`src/rtl/mmi_initiator.sv`:
```
// MMI bus master: turns single-word client requests into one MMI transaction each,
// returning one response pulse with registered read data or a timeout error.
module mmi_initiator #(
   parameter int ADDR_W  = 3,
   parameter int DATA_W  = 32,
   parameter int RD_LAT  = 1,
   parameter int TIMEOUT = 15
) (
   input  logic                clk,
   input  logic                rst_n,
   input  logic                req_valid,
   output logic                req_ready,
   input  logic                req_write,
   input  logic [ADDR_W-1:0]   req_addr,
   input  logic [DATA_W-1:0]   req_wdata,
   input  logic [DATA_W/8-1:0] req_wstrb,
   output logic                rsp_valid,
   output logic [DATA_W-1:0]   rsp_rdata,
   output logic                rsp_err,
   output logic [7:0]          err_cnt,
   output logic                mmi_valid,
   output logic [DATA_W/8-1:0] mmi_wstrb,
   input  logic                mmi_ready,
   output logic [DATA_W-1:0]   o_mmi_wdata,
   output logic [ADDR_W-1:0]   o_mmi_addr,
   input  logic [DATA_W-1:0]   i_mmi_rdata
);

   localparam int STRB_W = DATA_W / 8;
   localparam logic [2:0] RD_LAT_L     = 3'(RD_LAT);
   localparam logic [7:0] TIMEOUT_LAST = 8'(TIMEOUT - 1);

   typedef enum logic [1:0] {IDLE, REQ, RDWAIT, RESP} state_t;

   state_t              state_q, state_d;
   logic                mmi_valid_q, mmi_valid_d;
   logic [STRB_W-1:0]   wstrb_q, wstrb_d;
   logic [ADDR_W-1:0]   addr_q, addr_d;
   logic [DATA_W-1:0]   wdata_q, wdata_d;
   logic                wr_q, wr_d;
   logic                rsp_valid_q, rsp_valid_d;
   logic [DATA_W-1:0]   rsp_rdata_q, rsp_rdata_d;
   logic                rsp_err_q, rsp_err_d;
   logic [7:0]          err_cnt_q, err_cnt_d;
   logic [7:0]          wait_q, wait_d;
   logic [2:0]          lat_q, lat_d;

   always_comb begin
      state_d     = state_q;
      mmi_valid_d = mmi_valid_q;
      wstrb_d     = wstrb_q;
      addr_d      = addr_q;
      wdata_d     = wdata_q;
      wr_d        = wr_q;
      rsp_valid_d = 1'b0;
      rsp_rdata_d = rsp_rdata_q;
      rsp_err_d   = rsp_err_q;
      err_cnt_d   = err_cnt_q;
      wait_d      = wait_q;
      lat_d       = lat_q;

      unique case (state_q)
         IDLE: begin
            if (req_valid) begin
               addr_d      = req_addr;
               wdata_d     = req_wdata;
               // All-zero strobes mean "read" on MMI, so reads never leak client strobes
               wstrb_d     = req_write ? req_wstrb : '0;
               wr_d        = req_write;
               wait_d      = 8'd0;
               mmi_valid_d = 1'b1;
               state_d     = REQ;
            end
         end
         REQ: begin
            if (mmi_valid_q && mmi_ready) begin
               mmi_valid_d = 1'b0;
               if (wr_q) begin
                  rsp_valid_d = 1'b1;
                  rsp_rdata_d = '0;
                  rsp_err_d   = 1'b0;
                  state_d     = RESP;
               end else begin
                  lat_d   = RD_LAT_L;
                  state_d = RDWAIT;
               end
            end else if (wait_q == TIMEOUT_LAST) begin
               // A handshake in this same cycle took the branch above, so it wins
               mmi_valid_d = 1'b0;
               rsp_valid_d = 1'b1;
               rsp_rdata_d = '0;
               rsp_err_d   = 1'b1;
               if (err_cnt_q != 8'hFF) begin
                  err_cnt_d = err_cnt_q + 8'd1;
               end
               state_d = RESP;
            end else begin
               wait_d = wait_q + 8'd1;
            end
         end
         RDWAIT: begin
            if (lat_q <= 3'd1) begin
               rsp_valid_d = 1'b1;
               rsp_rdata_d = i_mmi_rdata;
               rsp_err_d   = 1'b0;
               state_d     = RESP;
            end else begin
               lat_d = lat_q - 3'd1;
            end
         end
         RESP: begin
            state_d = IDLE;
         end
         default: begin
            state_d = IDLE;
         end
      endcase
   end

   always_ff @(posedge clk or negedge rst_n) begin
      if (!rst_n) begin
         state_q     <= IDLE;
         mmi_valid_q <= 1'b0;
         wstrb_q     <= '0;
         addr_q      <= '0;
         wdata_q     <= '0;
         wr_q        <= 1'b0;
         rsp_valid_q <= 1'b0;
         rsp_rdata_q <= '0;
         rsp_err_q   <= 1'b0;
         err_cnt_q   <= 8'd0;
         wait_q      <= 8'd0;
         lat_q       <= 3'd0;
      end else begin
         state_q     <= state_d;
         mmi_valid_q <= mmi_valid_d;
         wstrb_q     <= wstrb_d;
         addr_q      <= addr_d;
         wdata_q     <= wdata_d;
         wr_q        <= wr_d;
         rsp_valid_q <= rsp_valid_d;
         rsp_rdata_q <= rsp_rdata_d;
         rsp_err_q   <= rsp_err_d;
         err_cnt_q   <= err_cnt_d;
         wait_q      <= wait_d;
         lat_q       <= lat_d;
      end
   end

   assign req_ready   = (state_q == IDLE);
   assign mmi_valid   = mmi_valid_q;
   assign mmi_wstrb   = wstrb_q;
   assign o_mmi_addr  = addr_q;
   assign o_mmi_wdata = wdata_q;
   assign rsp_valid   = rsp_valid_q;
   assign rsp_rdata   = rsp_rdata_q;
   assign rsp_err     = rsp_err_q;
   assign err_cnt     = err_cnt_q;

endmodule

```
`config.mk`:
```
export PLATFORM = sky130hd
export DESIGN_NAME = mmi_initiator
export DESIGN_NICKNAME = d
export VERILOG_FILES = /design/src/rtl/mmi_initiator.sv
export SDC_FILE = /design/constraint.sdc
export NUM_CORES = 1
export LEC_CHECK = 0
export ABC_AREA = 1
export CORE_MARGIN = 4
export CORE_UTILIZATION = 35
export CTS_CLUSTER_DIAMETER = 200
export CTS_CLUSTER_SIZE = 40
export DETAILED_ROUTE_END_ITERATION = 10
export PLACE_DENSITY = 0.76
export RECOVER_POWER = 25
export SKIP_LAST_GASP = 1
export SLEW_MARGIN = 20
export SYNTH_ARGS = -nofsm -noshare
export SYNTH_HDL_FRONTEND = slang
export SYNTH_SLANG_ARGS = --single-unit
```
`constraint.sdc`:
```
create_clock -name clk -period 3.48 [get_ports clk]
set_input_delay 0.87 -clock clk [delete_from_list [all_inputs] [get_ports clk]]
set_output_delay 0.87 -clock clk [all_outputs]
set_load 0.01 [all_outputs]
```
== Word-level counts from Yosys, hierarchy flattened ==
Index checks and enable logic that the tools add are counted.
Word-level totals
  logic and storage cells: 76
  output and inout bits: 83
  input bits: 76
  flip-flop bits (word level): 96
Cells by class
  mux-type cells: 34
  order comparisons: 1
  bitwise operators: 1
  eq/ne operators: 14
  reductions and logical operators: 11
  add/sub/neg operators: 3
Operator list (count)
  $mux 32: 4
  $pmux 32 s2: 1
  $mux 8: 3
  $add 8x1->8 const B: 2
  $pmux 8 s2: 1
  $reduce_and 4->1: 4
  $ne 2x2->1 const B: 7
  $mux 1: 12
  $mux 3: 3
  $eq 8x4->1 const B: 1
  $mux 2: 4
  $ne 8x8->1 const B: 1
  $pmux 2 s4: 1
  $ne 3x3->1 const B: 2
  $pmux 1 s2: 3
  $pmux 3 s2: 1
  $reduce_and 3->1: 2
  $eq 2x2->1 const B: 2
  $mux 4: 1
  $reduce_bool 2->1: 2
  $le 3x1->1 const B: 1
  $sub 3x1->3 const B: 1
  $eq 2x1->1 const B: 1
  $logic_not 2->1: 1
  3 further kinds: 3

== Depth between registers and ports, before layout ==
Gate-level depths: netlist of run 1.
  depth after elaboration: 4
  mapped depth: 10

== Worst setup path after synthesis of run 1 ==
OpenSTA, ideal clock, no wires.
  path kind: input to register
  start point: input mmi_ready
  end point: register rsp_rdata_q[2], in the netlist rsp_rdata[2]
  buffers on the path: 2
  data arrival time: 1.554 ns
  stages: 7
  setup slack: 1.809 ns
  cell sequence: nand2_1 > nand2_1 > o21bai_4 > buf_6 > buf_6 > nand4_1 > nand2_1
On the way
  word-level cells in the longest chain between the ends: 3
RTL lines
  from (decl): RTL line 23  | input logic mmi_ready,
  $logic_and 1x1->1 *: RTL line 76  | if (mmi_valid_q && mmi_ready) begin
  $ne 3x3->1 (no source line) or $mux 32 (tied branches)
  $reduce_and 4->1 (no source line) or $pmux 32 s2 (tied branches)
  to (signal assigned): RTL line 142  | rsp_rdata_q <= rsp_rdata_d;
  to (decl): RTL line 42  | logic [DATA_W-1:0] rsp_rdata_q, rsp_rdata_d;
Mark *: on every way between the ends. The rest lies on a longest branch, timed or not.
A chain may end at the register's enable or synchronous reset.

== Worst setup path after layout of run 1 ==
  start point: register state_q[1]
  end point: register rsp_rdata_q[22], in the netlist rsp_rdata[22]
On the way
  word-level cells in the longest chain between the ends: 3
RTL lines
  from (decl): RTL line 35  | state_t state_q, state_d;
  from (signal assigned): RTL line 135  | state_q <= state_d;
  $eq 2x1->1 or $eq 2x2->1 (tied branches): RTL line 62  | unique case (state_q)
  $ne 3x3->1 (no source line) (tied with other cells)
  $reduce_and 4->1 (no source line)
Several ways; a longest one is shown, not always the timed one.

==> impl_results.md, run 1 <==
* Final Critical Period at around 2.7 ns
* Reg clk slew, reported paths at approximately 0.070 ns
* Most common cell after layout, fill and taps aside: nand2_1
* Chip width at roughly 120 um
* First-pass GRT wire length at approximately 20000 um
* Nets at 816
* Critical Path Source: state_q[1]
* Gpl congestion at ~0.77
* Vias in the first global route at approximately 4100
* Synthesized Nets at 670
* H-tree levels at 3
* Detailed Route Iter0 Violations at 321
* Critical path peak fanout at 34
* Worst r2r src: state_q[1]
* CORE AREA at about 0.013 mm2
* Required @ worst endpoint at 3.70 ns
* Seq. cell area at ~0.0024 mm2
* WL/cell at 13.23 um
* N_diodes at 0
* Drc violations at 0
* Clk buf depth at 2
* Most frequent cells in the layout: 283 x nand2_1, 157 x clkdlybuf4s50_1, 96 x dfrtp_1
* Final Hold Fails at 0
* Worst slew margin at 0.1358
* Detailed-route via count at ~4200
* Leak Pwr at roughly 3.4 nW
* CP Data Arrival Time at roughly 3 ns
* Unrepaired setup endpoints after global routing: no
* Total gr overflow at 0
* Initial antenna violation count at 0
* Area grow syn2layout at 42.37%
* Syn Std Cell Area at between 0.004 and 0.005 mm2
* Synth Area per Inst at around 7.9 um2
* Synth Register Bits at 96
* Post-CTS setup buffer count at 0
* Post-synth EDFFs at 0
* Setup Skew at 0.008945 ns
* Number of I/O port buffers at ~160
* Hold_ws at 0.4715 ns
* GRT Total Usage at 0.1617
* Final cell count without fillers at slightly above 900
* Post-synth top area share at 0.5178
* Fill cells at around 1200
* Total Power at 5.315 mW
* Final setup TNS at 0 ns
* Setup violators final at 0
* Pin count of the biggest net entering global routing at 53
* Util after Layout at 0.5171
* Outcome: completed
* Worst-Margin Slew at ~1.3 ns
* Root buf cell: clkbuf_16
* Dpl ws at 0.4156 ns
* Detailed Route WL at between 10000 and 15000 um
* Final instance area at around 0.0066 mm2
* Pwr dens at ~800 mW/mm2
* Total number of yosys warnings at 0
* Drt first pass iters at 4
* Layout cells sized above 1 at 0.04620
* Synth top area cells: dfrtp_1 52%, nand2_1 23%, nand4_1 5.3%
* Multi-input logic area at 0.001834 mm2
* TritonCTS Buffers at 9
* Post-synthesis instance total at 585
* Worst setup EP type: flip-flop
* Max Fclk at about 370 MHz
* Hold_sp: rsp_rdata[15]
* Clk_lat worst skew at around 0.34 ns
* Final period utilization at 0.7756
* Worst min path class: reg2reg
* Placed Area at roughly 0.0063 mm2
* # Max-Cap Violations at 0
* CTS Sinks at 96
* Async set-reset flop share out of synthesis at 1.000
* Critical path class: reg2reg
* Fin. max-slew vios at 0
* Final WS setup at roughly 0.78 ns
* Post-synthesis cell type count at 29
* Row count at 41
* CTS tree: done
* DRT antenna net count at 0
* Initial cell density of the core at 0.3632
* I/O pins at roughly 160
* Inst Count DP at 892
* Die area at ~0.015 mm2
* Synth area leader: dfrtp_1
* DP HPWL at between 8000 and 9000 um
* Max rail drop VDD at 0.4468 mV
* Via/cell ratio at 4.609
* Hold_buf cts at 0
* PostCTS Resize Cnt at 0
* Die Span Y at 123.1 um
* Sequential-to-total area share from yosys stat at 0.5178
* Main synth FF type: dfrtp_1
* Startpoint types: flip-flop
## path summary, 6_finish.rpt
path                                    to  slack [ns]  cells past startpoint
min in group asynchronous         lat_q[2]        0.81                      1
max reg2reg                  rsp_rdata[22]        0.78                      8
max in group asynchronous  o_mmi_wdata[21]        0.94                      2
min                          rsp_rdata[15]        0.47                      2
max                          rsp_rdata[22]        0.78                      8
min reg2reg                  rsp_rdata[15]        0.47                      2
## critical path: stages (launching register included)
cell and delay (ns):
dfrtp_1 0.40, inv_1 0.12, ha_1 0.40, or2_1 0.18, o21ai_0 0.10, inv_2 0.42, nand3_2 0.66, nand2_1 0.22
nand2_1 0.08
## flip-flops by register name, indices dropped and copies added, names as in the netlist, 2 cells and up
signal       count
o_mmi_wdata     32
rsp_rdata       32
err_cnt          8
wait_q           8
mmi_wstrb        4
lat_q            3
o_mmi_addr       3
state_q          2
## final cells by class
cell class              count  area share
clock buffers               9     0.03410
clock inverters             7     0.01440
inverters                  59     0.03353
multi-input cells         402      0.2777
flip-flops and latches     96      0.3637
well taps                 172     0.03258
repair buffers            163      0.2440
## cells in the mapped netlist (2+ instances only)
cell and number:
nand2_1 283, dfrtp_1 96, inv_1 57, nand4_1 39, o21ai_0 18, nand3_1 17
nor2_1 13, buf_2 9, ha_1 9, buf_6 8, clkbuf_1 6, xor2_1 5
buf_1 3, a21oi_1 2, inv_2 2, nand2_2 2, nor2_2 2, o21ai_2 2
o21bai_1 2
## layer usage
metal	wire, um	GRT usage	vias to the layer above	part of all wire
met4	173	0.05467	0	0.014
met1	5538	0.2214	1904	0.46
met3	1365	0.06359	13	0.11
li1	-	-	2106	-
met5	0	0	-	0
met2	4931	0.2338	162	0.41
## cell families after synthesis
logic type | after synthesis | synth area share
AO/OA/AOI/OAI | 25 | 0.03263
flip-flops | 96 | 0.5178
adder cells (fa/ha/maj) | 9 | 0.02427
buffers and inverters | 87 | 0.08684
XOR/XNOR | 6 | 0.01133
AND/OR/NAND/NOR | 362 | 0.3271
## report_power, final
part	leakage (nW)	internal (mW)	switching [mW]
clock	0.156	0.631	0.438
combinational	2.03	1.13	1.30
sequential	1.24	1.56	0.259
total	3.42	3.32	1.99
Note: power is estimated with default switching activity, not from simulation.
==> run 2, diff against run 1 <==
--- a/config.mk
+++ b/config.mk
@@ -11,7 +11,7 @@
 export CTS_CLUSTER_DIAMETER = 200
 export CTS_CLUSTER_SIZE = 40
 export DETAILED_ROUTE_END_ITERATION = 10
-export PLACE_DENSITY = 0.76
+export PLACE_DENSITY = 0.79
 export RECOVER_POWER = 25
 export SKIP_LAST_GASP = 1
 export SLEW_MARGIN = 20
==> constraint.sdc (replaced) <==
create_clock -name clk -period 2.4 [get_ports clk]
set_input_delay 0.6 -clock clk [delete_from_list [all_inputs] [get_ports clk]]
set_output_delay 0.6 -clock clk [all_outputs]
set_load 0.01 [all_outputs]
==> run 2 against run 1 <==
Effect of this change:
- hold slack worse by 0.082 ns
- core utilization up 0.61 points
- final cell count up 0.99%
- register-to-register slack worse by 0.28 ns
- via count up 0.26%
- final area up 1.2%
- clock-buffer cell count unchanged
- sequential cell count unchanged
- combinational power up 49%
- largest power group unchanged
==> impl_results.md, run 2 (synthesis results as in run 1) <==
* Detailed-route via count at 4196 (+0.26%)
* Post-CTS setup buffer count at 0 (unchanged)
* CP max-delay cell: clkdlybuf4s50_1
* Drt first pass iters at 4 (unchanged)
* N_diodes at 0 (unchanged)
* Pwr dens at 1166 mW/mm2 (+45%)
* Worst min path class: in2async
* Max Fclk at ~440 MHz
* Worst R2R End: rsp_rdata[25]
* Critical path class: reg2out
* Final Critical Period at approximately 2.3 ns
* Worst slew margin at 0.3575 (+0.2217)
* Worst setup EP type: primary output
* DP HPWL at 8543 um (+2.9%)
* Final instance area at 0.006683 mm2 (+1.2%)
* Placed Area at 0.006382 mm2 (+1.3%)
* Worst r2r src: wait_q[0]
* Util after Layout at 0.5232 (+0.006073)
* Final setup TNS at 0 ns (unchanged)
* Vias in the first global route at 4033 (-1.2%)
* Setup violators final at 0 (unchanged)
* Pin count of the biggest net entering global routing at 39 (-26%)
* Multi-input logic area at 0.001837 mm2 (+0.14%)
* H-tree levels at 3 (unchanged)
* TritonCTS Buffers at 9 (unchanged)
* Clk buf depth at 2 (unchanged)
* Outcome: completed
* Required @ worst endpoint at 1.80 ns (-1.90 ns)
* Initial antenna violation count at 0 (unchanged)
* Die Span Y at 123.1 um (unchanged)
* Root buf cell: clkbuf_16
* Gpl congestion at 0.8089 (+5.7%)
* Critical path peak fanout at 4 (-88%)
* Final period utilization at 0.9569
* Max rail drop VDD at 0.5486 mV (+23%)
* CP Data Arrival Time at 1.70 ns (-1.22 ns)
* Final Hold Fails at 0 (unchanged)
* Die area at 0.01516 mm2 (unchanged)
* Unrepaired setup endpoints after global routing: no
* Area grow syn2layout at 44.04%
* Chip width at 123.1 um (unchanged)
* I/O pins at 159 (unchanged)
* Fin. max-slew vios at 0 (unchanged)
* Reg clk slew, reported paths at 0.07 ns (about the same)
* Total gr overflow at 0 (unchanged)
* Fill cells at 1168 (-0.60%)
* GRT Total Usage at 0.1604 (-0.001312)
* Flop2flop setup slack at 0.50 ns (-0.28 ns)
* CTS tree: done
* Layout cells sized above 1 at 0.05772 (+0.01152)
* Nets at 825 (+1.1%)
* Detailed Route Iter0 Violations at 303 (-5.6%)
* Drc violations at 0 (unchanged)
* First-pass GRT wire length at 19420 um (-0.92%)
* Via/cell ratio at 4.576 (-0.72%)
* # Max-Cap Violations at 0 (unchanged)
* Seq. cell area at 0.002402 mm2 (unchanged)
* Final cell count without fillers at 917 (+0.99%)
* Worst-Margin Slew at 0.9637 ns (-0.3326 ns)
* Total Power at 7.793 mW (+47%)
* Cells along the critical path: inv_1, ha_2, clkdlybuf4s50_1
* Row count at 41 (unchanged)
* Clk_lat worst skew at 0.34 ns (about the same)
* WL/cell at 13.08 um (-1.1%)
* DRT antenna net count at 0 (unchanged)
* CTS Sinks at 96 (unchanged)
* Leak Pwr at 3.464 nW (+1.1%)
* Initial cell density of the core at 0.3632 (unchanged)
* Number of I/O port buffers at 158 (unchanged)
* Most frequent cells in the layout: 283 x nand2_1, 157 x clkdlybuf4s50_1, 96 x dfrtp_1
* Startpoint types: flip-flop
* Most common cell after layout, fill and taps aside: nand2_1
* CORE AREA at 0.01277 mm2 (unchanged)
* Detailed Route WL at 11990 um (-0.12%)
* Inst Count DP at 901 (+1.0%)
* R2R depth at 7 (-1)
* CP max stage delay at 0.55 ns (-0.11 ns)
* Setup Skew at 0.005707 ns (-0.003238 ns)
==> run 2: layer usage <==
layer,part of all wire,GRT usage,up-vias
li1,-,-,2124
met1,0.44,0.2092,1912
met2,0.46,0.2535,152
met3,0.097,0.06038,8
met4,0.011,0.03875,0
met5,0,0,-
==> run 2: what timing repair did <==
action,CTS,global route
hold buffers,0,0
setup endpoints to repair,0,1
resized for setup,0,1
endpoints found under the hold margin,0,0
==> run 2: final cells by class <==
cell class | count | share of cell area
flip-flops and latches | 96 | 0.3595
multi-input cells | 402 | 0.2749
clock buffers | 9 | 0.03370
repair buffers | 172 | 0.2526
well taps | 172 | 0.03220
inverters | 59 | 0.03314
clock inverters | 7 | 0.01404
==> run 2: worst max-delay path by stage <==
| stage | end | cells past startpoint | from | slack [ns] |
|---|---|---|---|---|
| finish | req_ready | 3 | state_q[0] | 0.10 |
| global route | req_ready | 3 | state_q[0] | 0.01 |
| global placement | rsp_rdata[22] | 7 | mmi_ready | 0.28 |
| CTS | req_ready | 3 | state_q[0] | 0.03 |
| detailed placement | rsp_rdata[23] | 8 | mmi_ready | 0.24 |
| floorplan | wait_q[0] | 7 | state_q[0] | 0.83 |
==> run 2: through the flow <==
| stage | worst slack, ns | hold WS, ns |
|---|---|---|
| finish | 0.1035 | 0.3897 |
| global route | 0.01337 | 0.4708 |
| CTS | 0.02516 | 0.2353 |
| detailed placement | 0.2350 | 0.4584 |
| global placement | 0.2814 | 0.4535 |
| floorplan | 0.8259 | 0.3044 |
==> run 2: worst max-delay path, delay by kind of cell, from the launching register on <==
kind | cells | cell delay, ns
buffers and inverters | 2 | 0.69
adder cells (fa/ha/maj) | 1 | 0.25
flip-flops | 1 | 0.42
==> run 2: power breakdown <==
part           total, mW  leakage (nW)  internal [mW]  switching (mW)
combinational       3.62          2.07           1.72            1.90
clock               1.54         0.152          0.913           0.626
sequential          2.64          1.24           2.26           0.375
total               7.79          3.46           4.90            2.90
==> run 3, diff against run 2 <==
--- a/config.mk
+++ b/config.mk
@@ -5,13 +5,11 @@
 export SDC_FILE = /design/constraint.sdc
 export NUM_CORES = 1
 export LEC_CHECK = 0
-export ABC_AREA = 1
 export CORE_MARGIN = 4
 export CORE_UTILIZATION = 35
-export CTS_CLUSTER_DIAMETER = 200
 export CTS_CLUSTER_SIZE = 40
 export DETAILED_ROUTE_END_ITERATION = 10
-export PLACE_DENSITY = 0.79
+export PLACE_DENSITY = 0.8
 export RECOVER_POWER = 25
 export SKIP_LAST_GASP = 1
 export SLEW_MARGIN = 20
==> constraint.sdc (replaced) <==
create_clock -name clk -period 2.1 [get_ports clk]
set_input_delay 0.525 -clock clk [delete_from_list [all_inputs] [get_ports clk]]
set_output_delay 0.525 -clock clk [all_outputs]
set_load 0.01 [all_outputs]
==> run 3 against run 2 <==
Effect of this change:
- the flow now finishes with violations (capacitance limit, slew limit)
- routed wire length decreased by 7.6%
- final area fell by 0.82%
- clock-buffer cell count increased by 2
- sequential power fell by 30%
- setup slack worse by 0.047 ns
- clock power grew 4%
- power shrank 53%
- sequential cell count is the same
- critical path depth up 7
- first-iteration DRC count shrank 44%
- core utilization grew 2.6 points
- largest cell class unchanged
==> impl_results.md, run 3 <==
* Outcome: finished with violations
* Violated checks: capacitance limit, slew limit
* Max Fclk at roughly 490 MHz
* Pin count of the biggest net entering global routing at 52 (+33%)
* Initial cell density of the core at 0.3603 (-0.002939)
* Post-synthesis instance total at 370 (-37%)
* Unrepaired setup endpoints after global routing: yes
* Detailed Route WL at 11080 um (-7.6%)
* Post-synthesis cell type count at 48 (+66%)
* Total gr overflow at 0 (unchanged)
* CP max-delay cell: dfrtp_1
* Vias in the first global route at 3664 (-9.1%)
* Critical path class: reg2reg
* DP HPWL at 8050 um (-5.8%)
* Top-count cell post-synth: dfrtp_1
* Main synth FF type: dfrtp_1
* Drc violations at 0 (unchanged)
* Number of I/O port buffers at 158 (unchanged)
* H-tree levels at 3 (unchanged)
* Fill cells at 1055 (-9.7%)
* Synth area leader: dfrtp_1
* Critical path peak fanout at 8 (+4)
* Total number of yosys warnings at 0 (unchanged)
* Setup violators final at 0 (unchanged)
* GRT Total Usage at 0.1529 (-0.007512)
* DRT met1 WL at 4510 um (-14%)
* Synth Register Bits at 96 (unchanged)
* Nets at 635 (-23%)
* Clk buf depth at 2 (unchanged)
* Cells along the critical path: inv_1, buf_4, ha_2, inv_1, a21oi_1, buf_4, a211oi_4, buf_4, clkbuf_16, mux2i_1
* Startpoint types: flip-flop
* Hold_sp: mmi_wstrb[2]
* N_diodes at 0 (unchanged)
* Required @ worst endpoint at 2.36 ns (+0.56 ns)
* Fin. max-slew vios at 31 (+31)
* Area grow syn2layout at 52.52%
* Final period utilization at 0.9731
* Die area at 0.01426 mm2 (-5.9%)
* Metal3 WL at 965 um (-17%)
* Gpl congestion at 0.7912 (-2.2%)
* Detailed-route via count at 3421 (-18%)
* Final instance area at 0.006628 mm2 (-0.82%)
* WL/cell at 15.35 um (+17%)
* CP Data Arrival Time at 2.30 ns (+0.60 ns)
* Worst-Margin Slew at 1.685 ns (+0.7208 ns)
* Top Metal Used: met4
* Synth cell count leaders: 96 x dfrtp_1, 50 x nand2_1, 41 x mux2_2
* Initial antenna violation count at 0 (unchanged)
* Layout cells sized above 1 at 0.1715 (+0.1138)
* Critical Path Source: state_q[0]
* Drt first pass iters at 4 (unchanged)
* First-pass GRT wire length at 17680 um (-9.0%)
* Max rail drop VDD at 0.3210 mV (-41%)
* DRT antenna net count at 0 (unchanged)
* Worst min path class: reg2reg
* Post-synth top area share at 0.5528 (+0.03504)
* Post-synth EDFFs at 0 (unchanged)
* Hold_buf cts at 0 (unchanged)
* CTS Sinks at 96 (unchanged)
* Leak Pwr at 3.025 nW (-13%)
* Placed Area at 0.006252 mm2 (-2.0%)
* Synthesized Nets at 455 (-32%)
* Sequential-to-total area share from yosys stat at 0.5528 (+0.03504)
* # Max-Cap Violations at 1 (+1)
* Via/cell ratio at 4.738 (+3.5%)
* Final cell count without fillers at 722 (-21%)
* Clk_lat worst skew at 0.34 ns (about the same)
* Setup Skew at 0.007397 ns (+0.001689 ns)
* Inst Count DP at 703 (-22%)
* Root buf cell: clkbuf_16
* I/O pins at 159 (unchanged)
* Chip width at 119.4 um (-3.0%)
* Met2 WL at 5439 um (-0.40%)
* Worst r2r src: state_q[0]
* Synth top area cells: dfrtp_1 55%, mux2_2 11%, mux2i_1 7.6%
* Syn Std Cell Area at 0.004345 mm2 (-6.3%)
* Pwr dens at 548.4 mW/mm2 (-53%)
* CORE AREA at 0.01206 mm2 (-5.6%)
* Most frequent cells in the layout: 156 x clkdlybuf4s50_1, 96 x dfrtp_1, 49 x nand2_1
* Reg clk slew, reported paths at 0.06 ns (about the same)
* Die Span Y at 119.4 um (-3.0%)
* Final Hold Fails at 0 (unchanged)
* Synth Area per Inst at 11.74 um2 (+48%)
* Most common cell after layout, fill and taps aside: clkdlybuf4s50_1
* CTS tree: done
* Async set-reset flop share out of synthesis at 1.000 (unchanged)
* Row count at 40 (-2.4%)
* Worst slew margin at -0.1230 (-0.4805)
* Final Critical Period at a little over 2 ns
* CP most frequent cell: buf_4
* TritonCTS Buffers at 9 (unchanged)
* Detailed Route Iter0 Violations at 170 (-44%)
* Worst setup EP type: flip-flop
* CP max stage delay at 0.36 ns (-0.19 ns)
[run 3: critical path, delay by kind of cell, from the launching register on]
kind                     cells  cell delay (ns)
AO/OA/AOI/OAI                2             0.30
adder cells (fa/ha/maj)      1             0.24
buffers and inverters        6             0.86
flip-flops                   1             0.36
multiplexers                 1             0.20
[run 3: layout make-up]
cell class                      instances  area (um2)  share of cell area
Clock buffer                           11       242.7             0.03662
Sequential cell                        96        2402              0.3625
Multi-Input combinational cell        221        1734              0.2617
Timing Repair Buffer                  183        1847              0.2786
Clock inverter                          4       45.04            0.006796
Tap cell                              168       210.2             0.03172
Inverter                               39       146.4             0.02209
[run 3: worst paths after layout]
kind | slack, ns | end | cells after the start
max in group asynchronous | 0.33 | rsp_rdata[8] | 2
hold / removal | 0.48 | mmi_wstrb[2] | 2
min in group asynchronous | 0.61 | rsp_rdata[23] | 1
setup / recovery | 0.06 | rsp_rdata[24] | 10
hold reg to reg | 0.48 | mmi_wstrb[2] | 2
setup reg to reg | 0.06 | rsp_rdata[24] | 10
[run 3: kinds of logic (layout without fill, tap and decap cells)]
kind of cell,Yosys count,count (layout),share of synthesized area
muxes,75,75,0.1857
AOI/OAI and AO/OA,45,45,0.07314
adders and majority gates,9,9,0.02591
buffers and inverters,53,237,0.05500
xor gates and xnor gates,5,5,0.01008
DFF,96,96,0.5528
and+or+nand+nor,87,87,0.09732
[run 3: through the flow]
stage / setup slack, ns / TNS, ns / hold slack [ns] / util / power (mW)
4_1_cts: 0.02446 / 0 / 0.1119 / 0.5432 / 3.702
3_5_place_dp: -0.1609 / -4.253 / 0.4701 / 0.5184 / 2.077
2_1_floorplan: 0.1379 / 0 / 0.2294 / - / 1.887
3_3_place_gp: -0.06270 / -1.935 / 0.4628 / 0.5184 / 2.074
5_1_grt: -0.03957 / -0.6418 / 0.5168 / 0.5495 / 3.789
6_report: 0.05649 / 0 / 0.4789 / 0.5495 / 3.635
[run 3: report_power, final]
group / switching [mW] / total (mW) / internal (mW)
sequential: 0 / 1.85 / 1.85
combinational: 0.0608 / 0.188 / 0.128
clock: 0.654 / 1.60 / 0.943
[run 3: metal layers]
layer / track usage / vias to the layer above
li1: - / 1622
met1: 0.1746 / 1654
met2: 0.2575 / 133
met3: 0.06030 / 12
met4: 0.05941 / 0
met5: 0 / -
[run 3: timing repair]
| action | CTS | global route |
|---|---|---|
| pin swaps | 0 | 1 |
| endpoints found under the setup margin | 1 | 33 |
| gates cloned | 0 | 2 |
| buffers inserted | 0 | 2 |
| gates resized for setup | 4 | 4 |
